`src/rtl/memory_io_ctrl_if.sv`:
```
// Control-store side of the memory/IO stage: access request, address/data and
// the R completion bit with read data returned to the MDR mux.
interface memory_io_ctrl_if;
   logic        i_MIO_EN;
   logic        i_R_W;
   logic [15:0] i_MAR;
   logic [15:0] i_MDR;
   logic        o_R_Bit;
   logic [15:0] o_MemData;

   modport master (
      output i_MIO_EN, i_R_W, i_MAR, i_MDR,
      input  o_R_Bit, o_MemData
   );

   modport slave (
      input  i_MIO_EN, i_R_W, i_MAR, i_MDR,
      output o_R_Bit, o_MemData
   );
endinterface

```
`src/rtl/memory_io_ctrl.sv`:
```
// Memory/IO stage: wait-stated external RAM accesses, memory-mapped keyboard and
// display registers, and keyboard/display interrupt requests.
module memory_io_ctrl #(
   parameter int          WAIT_CYCLES = 2,
   parameter logic [15:0] KBSR_ADDR   = 16'hFE00
) (
   input  logic                    i_CLK,
   input  logic                    i_Reset,
   memory_io_ctrl_if.slave         cpu,
   output logic [15:0]             o_Mem_Addr,
   output logic                    o_Mem_WE,
   output logic [15:0]             o_Mem_WData,
   input  logic [15:0]             i_Mem_RData,
   input  logic                    i_KB_Valid,
   input  logic [7:0]              i_KB_Data,
   output logic                    o_DDR_Valid,
   output logic [7:0]              o_DDR_Data,
   input  logic                    i_DISP_Ready,
   output logic                    o_INT_KB,
   output logic                    o_INT_DSP
);

   localparam logic [15:0] DDR_ADDR = KBSR_ADDR + 16'd6;
   localparam logic [3:0]  CNT_LOAD = 4'(WAIT_CYCLES);

   typedef enum logic [1:0] {ST_IDLE, ST_WAIT, ST_DONE} state_t;

   state_t      state_reg;
   logic [3:0]  cnt_reg;
   logic        r_bit_reg;
   logic [15:0] mem_data_reg;

   logic        kb_ready_reg;
   logic        kb_ie_reg;
   logic [7:0]  kbdr_reg;
   logic        dsr_ie_reg;
   logic        ddr_valid_reg;
   logic [7:0]  ddr_data_reg;
   logic        int_kb_reg;
   logic        int_dsp_reg;

   logic [3:0]  dev_hit;
   logic        dev_space;
   logic        ram_sel;
   logic        complete;
   logic        rd_done;
   logic        wr_done;
   logic        kbdr_rd;
   logic        kb_accept;
   logic        ddr_accept;
   logic [15:0] dev_rdata;

   // dev_hit[0..3] = KBSR, KBDR, DSR, DDR
   genvar gi;
   generate
      for (gi = 0; gi < 4; gi++) begin : g_dev_decode
         assign dev_hit[gi] = (cpu.i_MAR == KBSR_ADDR + 16'(2 * gi));
      end
   endgenerate

   assign dev_space   = (cpu.i_MAR >= KBSR_ADDR) && (cpu.i_MAR <= DDR_ADDR);
   assign ram_sel     = ~dev_space;
   assign o_Mem_Addr  = cpu.i_MAR;
   assign o_Mem_WData = cpu.i_MDR;

   // The access commits only on the last wait cycle, and only if MIO.EN is still held.
   assign complete = (state_reg == ST_WAIT) && (cnt_reg == 4'd1) && cpu.i_MIO_EN;
   assign rd_done  = complete && !cpu.i_R_W;
   assign wr_done  = complete && cpu.i_R_W;
   assign o_Mem_WE = wr_done && ram_sel;

   assign kbdr_rd    = rd_done && dev_hit[1];
   assign kb_accept  = i_KB_Valid && (!kb_ready_reg || kbdr_rd);
   assign ddr_accept = wr_done && dev_hit[3] && (!ddr_valid_reg || i_DISP_Ready);

   always_comb begin
      dev_rdata = 16'h0000;
      if (dev_hit[0]) begin
         dev_rdata = {kb_ready_reg, kb_ie_reg, 14'b0};
      end else if (dev_hit[1]) begin
         dev_rdata = {8'b0, kbdr_reg};
      end else if (dev_hit[2]) begin
         dev_rdata = {~ddr_valid_reg, dsr_ie_reg, 14'b0};
      end
   end

   always_ff @(posedge i_CLK or negedge i_Reset) begin
      if (!i_Reset) begin
         state_reg    <= ST_IDLE;
         cnt_reg      <= 4'd0;
         r_bit_reg    <= 1'b0;
         mem_data_reg <= 16'h0000;
      end else begin
         case (state_reg)
            ST_IDLE: begin
               r_bit_reg <= 1'b0;
               if (cpu.i_MIO_EN) begin
                  state_reg <= ST_WAIT;
                  cnt_reg   <= CNT_LOAD;
               end
            end
            ST_WAIT: begin
               if (!cpu.i_MIO_EN) begin
                  state_reg <= ST_IDLE;
                  cnt_reg   <= 4'd0;
               end else if (cnt_reg == 4'd1) begin
                  state_reg <= ST_DONE;
                  cnt_reg   <= 4'd0;
                  r_bit_reg <= 1'b1;
               end else begin
                  cnt_reg <= cnt_reg - 4'd1;
               end
            end
            ST_DONE: begin
               r_bit_reg <= 1'b0;
               state_reg <= ST_IDLE;
            end
            default: begin
               r_bit_reg <= 1'b0;
               state_reg <= ST_IDLE;
               cnt_reg   <= 4'd0;
            end
         endcase
         if (rd_done) begin
            mem_data_reg <= ram_sel ? i_Mem_RData : dev_rdata;
         end
      end
   end

   always_ff @(posedge i_CLK or negedge i_Reset) begin
      if (!i_Reset) begin
         kb_ready_reg  <= 1'b0;
         kb_ie_reg     <= 1'b0;
         kbdr_reg      <= 8'h00;
         dsr_ie_reg    <= 1'b0;
         ddr_valid_reg <= 1'b0;
         ddr_data_reg  <= 8'h00;
         int_kb_reg    <= 1'b0;
         int_dsp_reg   <= 1'b0;
      end else begin
         // A key landing on the same edge as a KBDR read replaces the byte being consumed.
         if (kb_accept) begin
            kbdr_reg     <= i_KB_Data;
            kb_ready_reg <= 1'b1;
         end else if (kbdr_rd) begin
            kb_ready_reg <= 1'b0;
         end

         if (wr_done && dev_hit[0]) begin
            kb_ie_reg <= cpu.i_MDR[14];
         end
         if (wr_done && dev_hit[2]) begin
            dsr_ie_reg <= cpu.i_MDR[14];
         end

         if (ddr_accept) begin
            ddr_data_reg  <= cpu.i_MDR[7:0];
            ddr_valid_reg <= 1'b1;
         end else if (i_DISP_Ready) begin
            ddr_valid_reg <= 1'b0;
         end

         int_kb_reg  <= kb_ready_reg & kb_ie_reg;
         int_dsp_reg <= ~ddr_valid_reg & dsr_ie_reg;
      end
   end

   assign cpu.o_R_Bit   = r_bit_reg;
   assign cpu.o_MemData = mem_data_reg;
   assign o_DDR_Valid   = ddr_valid_reg;
   assign o_DDR_Data    = ddr_data_reg;
   assign o_INT_KB      = int_kb_reg;
   assign o_INT_DSP     = int_dsp_reg;

endmodule

```
`src/flat_wrapper.sv`:
```
// flat-port wrapper written by rule: the top's interface ports become plain ports
module memory_io_ctrl_flat 
#(
   parameter int          WAIT_CYCLES = 2,
   parameter logic [15:0] KBSR_ADDR   = 16'hFE00
)
  (i_CLK, i_Reset, o_Mem_Addr, o_Mem_WE, o_Mem_WData, i_Mem_RData, i_KB_Valid, i_KB_Data, o_DDR_Valid, o_DDR_Data, i_DISP_Ready, o_INT_KB, o_INT_DSP, cpu_i_MIO_EN, cpu_i_R_W, cpu_i_MAR, cpu_i_MDR, cpu_o_R_Bit, cpu_o_MemData);
  memory_io_ctrl_if cpu_i ();
  input  logic i_CLK;
  input  logic i_Reset;
  output logic [15:0] o_Mem_Addr;
  output logic o_Mem_WE;
  output logic [15:0] o_Mem_WData;
  input  logic [15:0] i_Mem_RData;
  input  logic i_KB_Valid;
  input  logic [7:0] i_KB_Data;
  output logic o_DDR_Valid;
  output logic [7:0] o_DDR_Data;
  input  logic i_DISP_Ready;
  output logic o_INT_KB;
  output logic o_INT_DSP;
  input wire logic [$bits(cpu_i.i_MIO_EN)-1:0] cpu_i_MIO_EN;
  input wire logic [$bits(cpu_i.i_R_W)-1:0] cpu_i_R_W;
  input wire logic [$bits(cpu_i.i_MAR)-1:0] cpu_i_MAR;
  input wire logic [$bits(cpu_i.i_MDR)-1:0] cpu_i_MDR;
  output wire logic [$bits(cpu_i.o_R_Bit)-1:0] cpu_o_R_Bit;
  output wire logic [$bits(cpu_i.o_MemData)-1:0] cpu_o_MemData;
  assign cpu_i.i_MIO_EN = cpu_i_MIO_EN;
  assign cpu_i.i_R_W = cpu_i_R_W;
  assign cpu_i.i_MAR = cpu_i_MAR;
  assign cpu_i.i_MDR = cpu_i_MDR;
  assign cpu_o_R_Bit = cpu_i.o_R_Bit;
  assign cpu_o_MemData = cpu_i.o_MemData;
  memory_io_ctrl #(.WAIT_CYCLES(WAIT_CYCLES), .KBSR_ADDR(KBSR_ADDR)) u_core (.i_CLK(i_CLK), .i_Reset(i_Reset), .cpu(cpu_i), .o_Mem_Addr(o_Mem_Addr), .o_Mem_WE(o_Mem_WE), .o_Mem_WData(o_Mem_WData), .i_Mem_RData(i_Mem_RData), .i_KB_Valid(i_KB_Valid), .i_KB_Data(i_KB_Data), .o_DDR_Valid(o_DDR_Valid), .o_DDR_Data(o_DDR_Data), .i_DISP_Ready(i_DISP_Ready), .o_INT_KB(o_INT_KB), .o_INT_DSP(o_INT_DSP));
endmodule
```
`config.mk`:
```
export PLATFORM = sky130hd
export DESIGN_NAME = memory_io_ctrl_flat
export DESIGN_NICKNAME = d
export VERILOG_FILES = /design/src/rtl/memory_io_ctrl_if.sv /design/src/rtl/memory_io_ctrl.sv /design/src/flat_wrapper.sv
export SDC_FILE = /design/constraint.sdc
export NUM_CORES = 1
export LEC_CHECK = 0
export ABC_AREA = 1
export CAP_MARGIN = 0
export CELL_PAD_IN_SITES_DETAIL_PLACEMENT = 0
export CELL_PAD_IN_SITES_GLOBAL_PLACEMENT = 1
export CORE_MARGIN = 2
export CORE_UTILIZATION = 25
export CTS_CLUSTER_DIAMETER = 50
export DETAILED_ROUTE_END_ITERATION = 8
export GPL_TIMING_DRIVEN = 0
export PLACE_DENSITY = 0.84
export SYNTH_ARGS = -nofsm -noshare
export SYNTH_HDL_FRONTEND = slang
export SYNTH_SLANG_ARGS = --single-unit
export TNS_END_PERCENT = 100
```
`constraint.sdc`:
```
create_clock -name i_CLK -period 1.7 [get_ports i_CLK]
set_input_delay 0.255 -clock i_CLK [delete_from_list [all_inputs] [get_ports i_CLK]]
set_output_delay 0.255 -clock i_CLK [all_outputs]
set_load 0.02 [all_outputs]
```
==> out/qor.yml, run 1 <==
drt:
  drt-total-wl_um: 6774
  dr.pass1.iters: 4
  drtAntennaViolNets: 0
  met2_length_um: 3388
  top_layer: "met4"
  drt_iter0_markers: 87
  met1Wirelength_um: 2703
  num_vias: 2388
  wl_per_cell_um: 11.42
  drc: 0
  viasPerCell: 4.027
  wl_met3_um: 618
synth:
  ys_seq_area_frac: 0.4416
  synth-edff-count: 0
  ys_seq_elements: 45
  syn-instance-count: 325
  syn_area_um2: 2550
  synthDistinctLibCells: 28
  synth.most_common_cell: "nand2_1"
  postSynth.asyncResetShare: 1.000
  synth_top_area_frac: 0.4416
  yosysTopAreaCell: "dfrtp_1"
  ys_top_cells_by_area: "dfrtp_1 44%, nand2_1 16%, buf_4 9.7%"
  yosys_warnings: 0
  ys.flop_type: "dfrtp_1"
  synth_common_cells: "111 x nand2_1, 45 x dfrtp_1, 33 x buf_4"
  synth.net_count: 389
  avgSynthCellArea_um2: 7.846
global_route:
  grt_max_degree: 31
  grt_use_total: 0.1226
  grt_pass1_wl_um: 11110
  grt_pass1_vias: 2416
  antenna_found_initial: 0
  overflow: 0
setup_path:
  critical_path_buf_inv_count: 4
  critical-path-max-stage-delay_ns: 0.38
  setup.worst_path.class: "reg2out"
  crit_chain: "inv_2 > ha_4 > nand3_4 > inv_2 > nand2_4 > inv_4 > nand2_4 > nor2_4 > buf_6"
  path_max_fanout: 3
  path_delay_family: "flip-flops"
  cpMaxStageDelayCell: "dfrtp_1"
  critPathLaunchType: "flip-flop"
  critical_path.endpoint_type: "output pin"
  arrival_ns: 1.43
  required_ns: 1.44
floorplan:
  io_pins: 123
  dieArea_um2: 11020
  die-width_um: 105.0
  start_util: 0.2597
  rows: 36
  chipHeight_um: 105.0
  core_area_um2: 9819
power:
  powerDensity_nw_per_um2: 748.0
  power_leakage_nw: 2.229
  p_total_w: 0.003130
  max-vdd-ir-drop_uv: 322.9
timing:
  hold_violations: 0
  slew_viol_final: 0
  worstMarginPinSlew_ns: 0.3866
  period_needed_ns: 1.681
  hold-worst-slack_ns: 0.3587
  finalClockSkew_ns: 0.005463
  fmax_ghz: 0.5949
  setup_slack_ns: 0.01891
  maxSlewHeadroom: 0.7423
  setup_violations: 0
  rsz0062_at_grt: "yes"
  fin_crit_sh: 0.9889
cells_and_area:
  regArea_um2: 1126
  layout-drive-gt1-share: 0.2304
  largest_reg_flops: 16
  multiInputGateArea_um2: 1095
  synthToLayoutAreaGrowth_pct: 64.08
  fin_util: 0.4261
  stdcell_count: 593
  fill_cells: 1039
  nets: 523
  insertedDiodeCount: 0
clock_tree:
  cts.sinks: 45
  clk_pin_slew_ns: 0.08
  cts_buffers: 5
  max-clock-path-buffers: 2
  cts_tree: "done"
  clkLatencyLatePin_ns: 0.28
  h-tree-depth: 2
  cts_root_buf: "clkbuf_8"
placed_design:
  place_congestion: 0.7744
  dp_slack_ns: -0.7515
  port_buffers: 114
  placed_cells: 573
  place_hpwl_um: 5244
flow_run:
  drv_cap: 0
status:
  status: "completed"
min_path:
  min_path_type: "in2reg"
power breakdown:
part / leakage [nW] / total, W / internal (W) / switching (W)
registers: 0.595 / 0.00140 / 0.00128 / 0.000123
logic: 1.59 / 0.00111 / 0.000564 / 0.000543
clock network: 0.0395 / 0.000623 / 0.000292 / 0.000330
total: 2.23 / 0.00313 / 0.00213 / 0.000996
per-layer routing:
| layer | up-vias | GRT usage |
|---|---|---|
| met5 | - | 0 |
| met4 | 0 | 0.02381 |
| met3 | 6 | 0.04616 |
| met2 | 75 | 0.2106 |
| met1 | 1070 | 0.1466 |
| li1 | 1237 | - |
kinds of logic after synthesis:
kind of cell             Yosys count  synth area share
AND/OR/NAND/NOR                  178            0.3234
buffers and inverters             78            0.1698
flip-flops                        45            0.4416
AO/OA/AOI/OAI                     22           0.05545
adder cells (fa/ha/maj)            2          0.009812
cell usage in the layout, fill, tap and decap left out, types with 2 or more instances in the layout:
| master | instances |
|---|---|
| nand3_1 | 24 |
| nor2_1 | 16 |
| nand3_4 | 2 |
| nand2_4 | 7 |
| buf_12 | 2 |
| a21oi_1 | 3 |
| nand2_2 | 7 |
| dlygate4sd2_1 | 10 |
| clkdlybuf4s50_1 | 81 |
| o21ai_0 | 8 |
| o21ai_1 | 2 |
| nor2_4 | 5 |
| clkbuf_8 | 5 |
| inv_2 | 8 |
| nand2_1 | 105 |
| o21ai_2 | 8 |
| buf_6 | 3 |
| clkbuf_1 | 3 |
| nand2_8 | 2 |
| dfrtp_1 | 45 |
| nor2_2 | 5 |
| buf_4 | 43 |
| buf_2 | 4 |
| nand4_1 | 4 |
| inv_1 | 29 |
| dlymetal6s2s_1 | 19 |
per-stage QoR:
| step | area [um^2] | TNS, ns |
|---|---|---|
| finish | 4184 | 0 |
| floorplan | 2550 | 0 |
| CTS | 3996 | -0.09879 |
| detailed placement | 3872 | -6.662 |
| global route | 4184 | -0.06952 |
| global placement | 3857 | -45.84 |
layout make-up:
type,instances,share of cell area
clock buffer,8,0.01914
multi-input combinational,204,0.2617
buffer,38,0.06728
sequential,45,0.2691
timing repair buffer,125,0.3062
tap,133,0.03977
inverter,40,0.03678
path summary, 6_finish.rpt:
kind / cells after the start / start / end / slack (ns)
max in group asynchronous: 3 / i_Reset / u_core.o_DDR_Data[3]$_DFFE_PN0P_ / 0.80
min: 3 / i_KB_Valid / u_core.kbdr_reg[0]$_DFFE_PN0P_ / 0.36
max reg2reg: 12 / u_core.cnt_reg[1]$_DFFE_PN0P_ / u_core.kbdr_reg[3]$_DFFE_PN0P_ / 0.07
min in group asynchronous: 2 / i_Reset / u_core.cpu.o_R_Bit$_DFFE_PN0P_ / 0.41
max: 9 / u_core.cnt_reg[1]$_DFFE_PN0P_ / o_Mem_WE / 0.02
min reg2reg: 1 / u_core.o_DDR_Valid$_DFFE_PN0P_ / u_core.o_INT_DSP$_DFF_PN0_ / 0.47
worst register-to-register path, cell delays in order (launching register included):
cell and delay (ns):
dfrtp_1 0.38, inv_2 0.07, ha_4 0.13, nand3_4 0.07
inv_2 0.08, nand2_4 0.07, buf_6 0.13, nor2_8 0.16
nand2_4 0.10, nand2_8 0.12, buf_4 0.12, nand3_1 0.05
nand2_1 0.08
what timing repair did:
item,CTS,global route
buffers inserted,3,6
cloned,0,2
resized for setup,27,35
pin swaps,2,13
endpoints found under the hold margin,15,0
setup endpoints to repair,11,22
hold buffers,1,0
Power figures use the tool's default switching activity.
==> run 2: changes to the inputs <==
--- a/config.mk
+++ b/config.mk
@@ -13,8 +13,9 @@
 export CORE_UTILIZATION = 25
 export CTS_CLUSTER_DIAMETER = 50
 export DETAILED_ROUTE_END_ITERATION = 8
+export DONT_BUFFER_PORTS = 1
 export GPL_TIMING_DRIVEN = 0
-export PLACE_DENSITY = 0.84
+export PLACE_DENSITY = 0.62
 export SYNTH_ARGS = -nofsm -noshare
 export SYNTH_HDL_FRONTEND = slang
 export SYNTH_SLANG_ARGS = --single-unit
==> run 2 against run 1 <==
Effect of this change: flip-flop and latch count unchanged; cell count down 21%; power down 14%; first-iteration DRC count down 47%; clock power up 1%; clock-buffer cell count unchanged; fmax up 1.8%; wire length down 15%; non-clock buffer count down 121; critical path depth down 1; utilization down 13 points; combinational power down 56%; largest cell class is now flip-flops and latches.
==> out/qor.yml, run 2 (synthesis gave the netlist of run 1 again) <==
status:
  status: "completed"
drt:
  dr.pass1.iters: 4  # unchanged
  num_vias: 1919  # -20%
  met1Wirelength_um: 2428  # -10%
  drc: 0  # unchanged
  met2_length_um: 2722  # -20%
  viasPerCell: 4.083  # +1.4%
  drt-total-wl_um: 5754  # -15%
  wl_met3_um: 570  # -7.8%
  drtAntennaViolNets: 0  # unchanged
  top_layer: "met4"
  wl_per_cell_um: 12.24  # +7.2%
  drt_iter0_markers: 46  # -47%
timing:
  setup_violations: 0  # unchanged
  slew_viol_final: 0  # unchanged
  hold-worst-slack_ns: 0.09306  # -0.2656 ns
  rsz0062_at_grt: "yes"
  worstMarginPinSlew_ns: 0.3875  # +0.0009131 ns
  fin_crit_sh: 0.9713  # -0.01755
  finalClockSkew_ns: 0.004889  # -0.0005732 ns
  maxSlewHeadroom: 0.7411  # -0.001235
  fmax_ghz: 0.6056  # +1.8%
  hold_violations: 0  # unchanged
  period_needed_ns: 1.651  # -0.02983 ns
clock_tree:
  cts_tree: "done"
  cts.sinks: 45  # unchanged
  clk_pin_slew_ns: 0.08  # about the same
  cts_root_buf: "clkbuf_8"
  max-clock-path-buffers: 2  # unchanged
  cts_buffers: 5  # unchanged
  h-tree-depth: 2  # unchanged
  clkLatencyLatePin_ns: 0.29  # about the same
setup_path:
  setup.worst_path.class: "reg2out"
  reg2reg_from: "u_core.cnt_reg[1]$_DFFE_PN0P_"
  arrival_ns: 1.40  # -0.03 ns
  critical_path.endpoint_type: "output pin"
  required_ns: 1.44  # about the same
  worst-r2r-setup-slack_ns: 0.13  # +0.06 ns
  critPathLaunch: "u_core.cnt_reg[1]$_DFFE_PN0P_"
  rr_endpoint: "u_core.cpu.o_MemData[14]$_DFFE_PN0P_"
  path_max_fanout: 3  # unchanged
  critPathLaunchType: "flip-flop"
  rr_worst_depth: 10  # -2
floorplan:
  io_pins: 123  # unchanged
  rows: 36  # unchanged
  start_util: 0.2597  # unchanged
  dieArea_um2: 11020  # unchanged
  chipHeight_um: 105.0  # unchanged
  die-width_um: 105.0  # unchanged
  core_area_um2: 9819  # unchanged
cells_and_area:
  regArea_um2: 1126  # unchanged
  final_common_cell: "nand2_1"
  multiInputGateArea_um2: 1023  # -6.5%
  insertedDiodeCount: 0  # unchanged
  final_cell_mix: "111 x nand2_1, 45 x dfrtp_1, 35 x buf_4, 30 x inv_1, 24 x nand3_1"
  layout-drive-gt1-share: 0.2433  # +0.01289
  synthToLayoutAreaGrowth_pct: 13.10
  fin_util: 0.2937  # -0.1324
  largest_reg_flops: 16  # unchanged
  fill_cells: 1086  # +4.5%
  nets: 400  # -24%
global_route:
  grt_max_degree: 46  # +48%
  grt_pass1_wl_um: 9059  # -18%
  antenna_found_initial: 0  # unchanged
  overflow: 0  # unchanged
  grt_pass1_vias: 1808  # -25%
  grt_use_total: 0.1042  # -0.01838
min_path:
  hp-start: "i_Mem_RData[12]"
  min_path_type: "in2reg"
  hold_end: "u_core.cpu.o_MemData[12]$_DFFE_PN0P_"
  hold_path_depth: 2  # -1
power:
  max-vdd-ir-drop_uv: 318.1  # -1.5%
  power.switching_w: 0.0009221  # -7.4%
  swShare: 0.3423  # +0.02403
  internal_power_w: 0.001771  # -17%
  clockPowerShare: 0.234  # +0.035
  powerDensity_nw_per_um2: 933.9  # +25%
  power_leakage_nw: 1.535  # -31%
  comb_power_share: 0.179  # -0.175
  seqPwrFrac: 0.587  # +0.140
placed_design:
  place_hpwl_um: 4506  # -14%
  port_buffers: 0  # -100%
  place_congestion: 0.6953  # -10%
flow_run:
  drv_cap: 0  # unchanged
==> run 2: changes by cell type in the layout (fill, tap and decap cells not counted), moves of 2 or more <==
cell             previous run  this run
clkdlybuf4s50_1            81         0
nor2_2                      5         2
nor2_1                     16        20
nand2_1                   105       111
inv_2                       8         6
buf_4                      43        35
dlygate4sd2_1              10         0
buf_12                      2         0
nand2_4                     7         4
buf_6                       3         1
nand2_2                     7         3
dlymetal6s2s_1             19         0
==> run 2: timing repair <==
| item | in CTS | in global routing |
|---|---|---|
| endpoints found under the setup margin | 1 | 1 |
| hold endpoints to repair | 45 | 0 |
| resized for setup | 6 | 2 |
| pin swaps | 2 | 0 |
| hold buffers | 2 | 0 |
| buffers inserted | 2 | 0 |
==> run 2: layout make-up <==
cell class                 count  share of cell area
multi-input combinational    202              0.3549
timing repair buffer           4             0.01822
buffer                        38             0.09675
tap                          133             0.05770
inverter                      40             0.05423
sequential                    45              0.3905
clock buffer                   8             0.02777
==> run 2: layer usage <==
layer / vias to the layer above / track usage
met5: - / 0
li1: 983 / -
met2: 72 / 0.1707
met3: 2 / 0.05115
met4: 0 / 0.02857
met1: 862 / 0.1207
==> run 2: power by group through the flow <==
stage	Sequential (W)	Combinational (W)	Clock [W]
2_1_floorplan	0.00155	0.000382	0
3_3_place_gp	0.00160	0.000425	0
3_5_place_dp	0.00160	0.000432	0
4_1_cts	0.00159	0.000482	0.000667
5_1_grt	0.00160	0.000553	0.000722
6_report	0.00158	0.000483	0.000630
==> run 2: worst max-delay path, stage by stage, from the launching register on <==
cell     delay (ns)
dfrtp_1        0.39
inv_2          0.07
ha_4           0.13
nand3_4        0.08
inv_4          0.07
nand2_4        0.08
inv_4          0.07
nand2_4        0.06
nor2_4         0.16
==> run 2: how the worst max path moves through the flow <==
stage	endpoint	slack, ns	cells past startpoint
after detailed placement	u_core.cpu.o_MemData[14]$_DFFE_PN0P_	0.04	10
after floorplan	o_Mem_WE	0.22	8
after global placement	u_core.cpu.o_MemData[15]$_DFFE_PN0P_	0.02	10
final	o_Mem_WE	0.05	8
after CTS	o_Mem_WE	0.02	8
after global routing	o_Mem_WE	-0.03	8
==> run 2: through the flow <==
step	cells	total power [W]	setup TNS [ns]	worst slack, ns	area [um^2]
after floorplan	325	0.001933	0	0.2230	2550
after global placement	458	0.002025	0	0.02006	2716
after detailed placement	458	0.002036	0	0.03779	2716
after CTS	470	0.002735	0	0.01735	2874
after global routing	470	0.002877	-0.03122	-0.03122	2884
final	470	0.002694	0	0.04874	2884
==> run 3: changes to the inputs <==
--- a/config.mk
+++ b/config.mk
@@ -19,4 +19,4 @@
 export SYNTH_ARGS = -nofsm -noshare
 export SYNTH_HDL_FRONTEND = slang
 export SYNTH_SLANG_ARGS = --single-unit
-export TNS_END_PERCENT = 100
+export TNS_END_PERCENT = 30
==> results of run 3 <==
The final DEF is identical to that of run 2; final timing and power are the same.
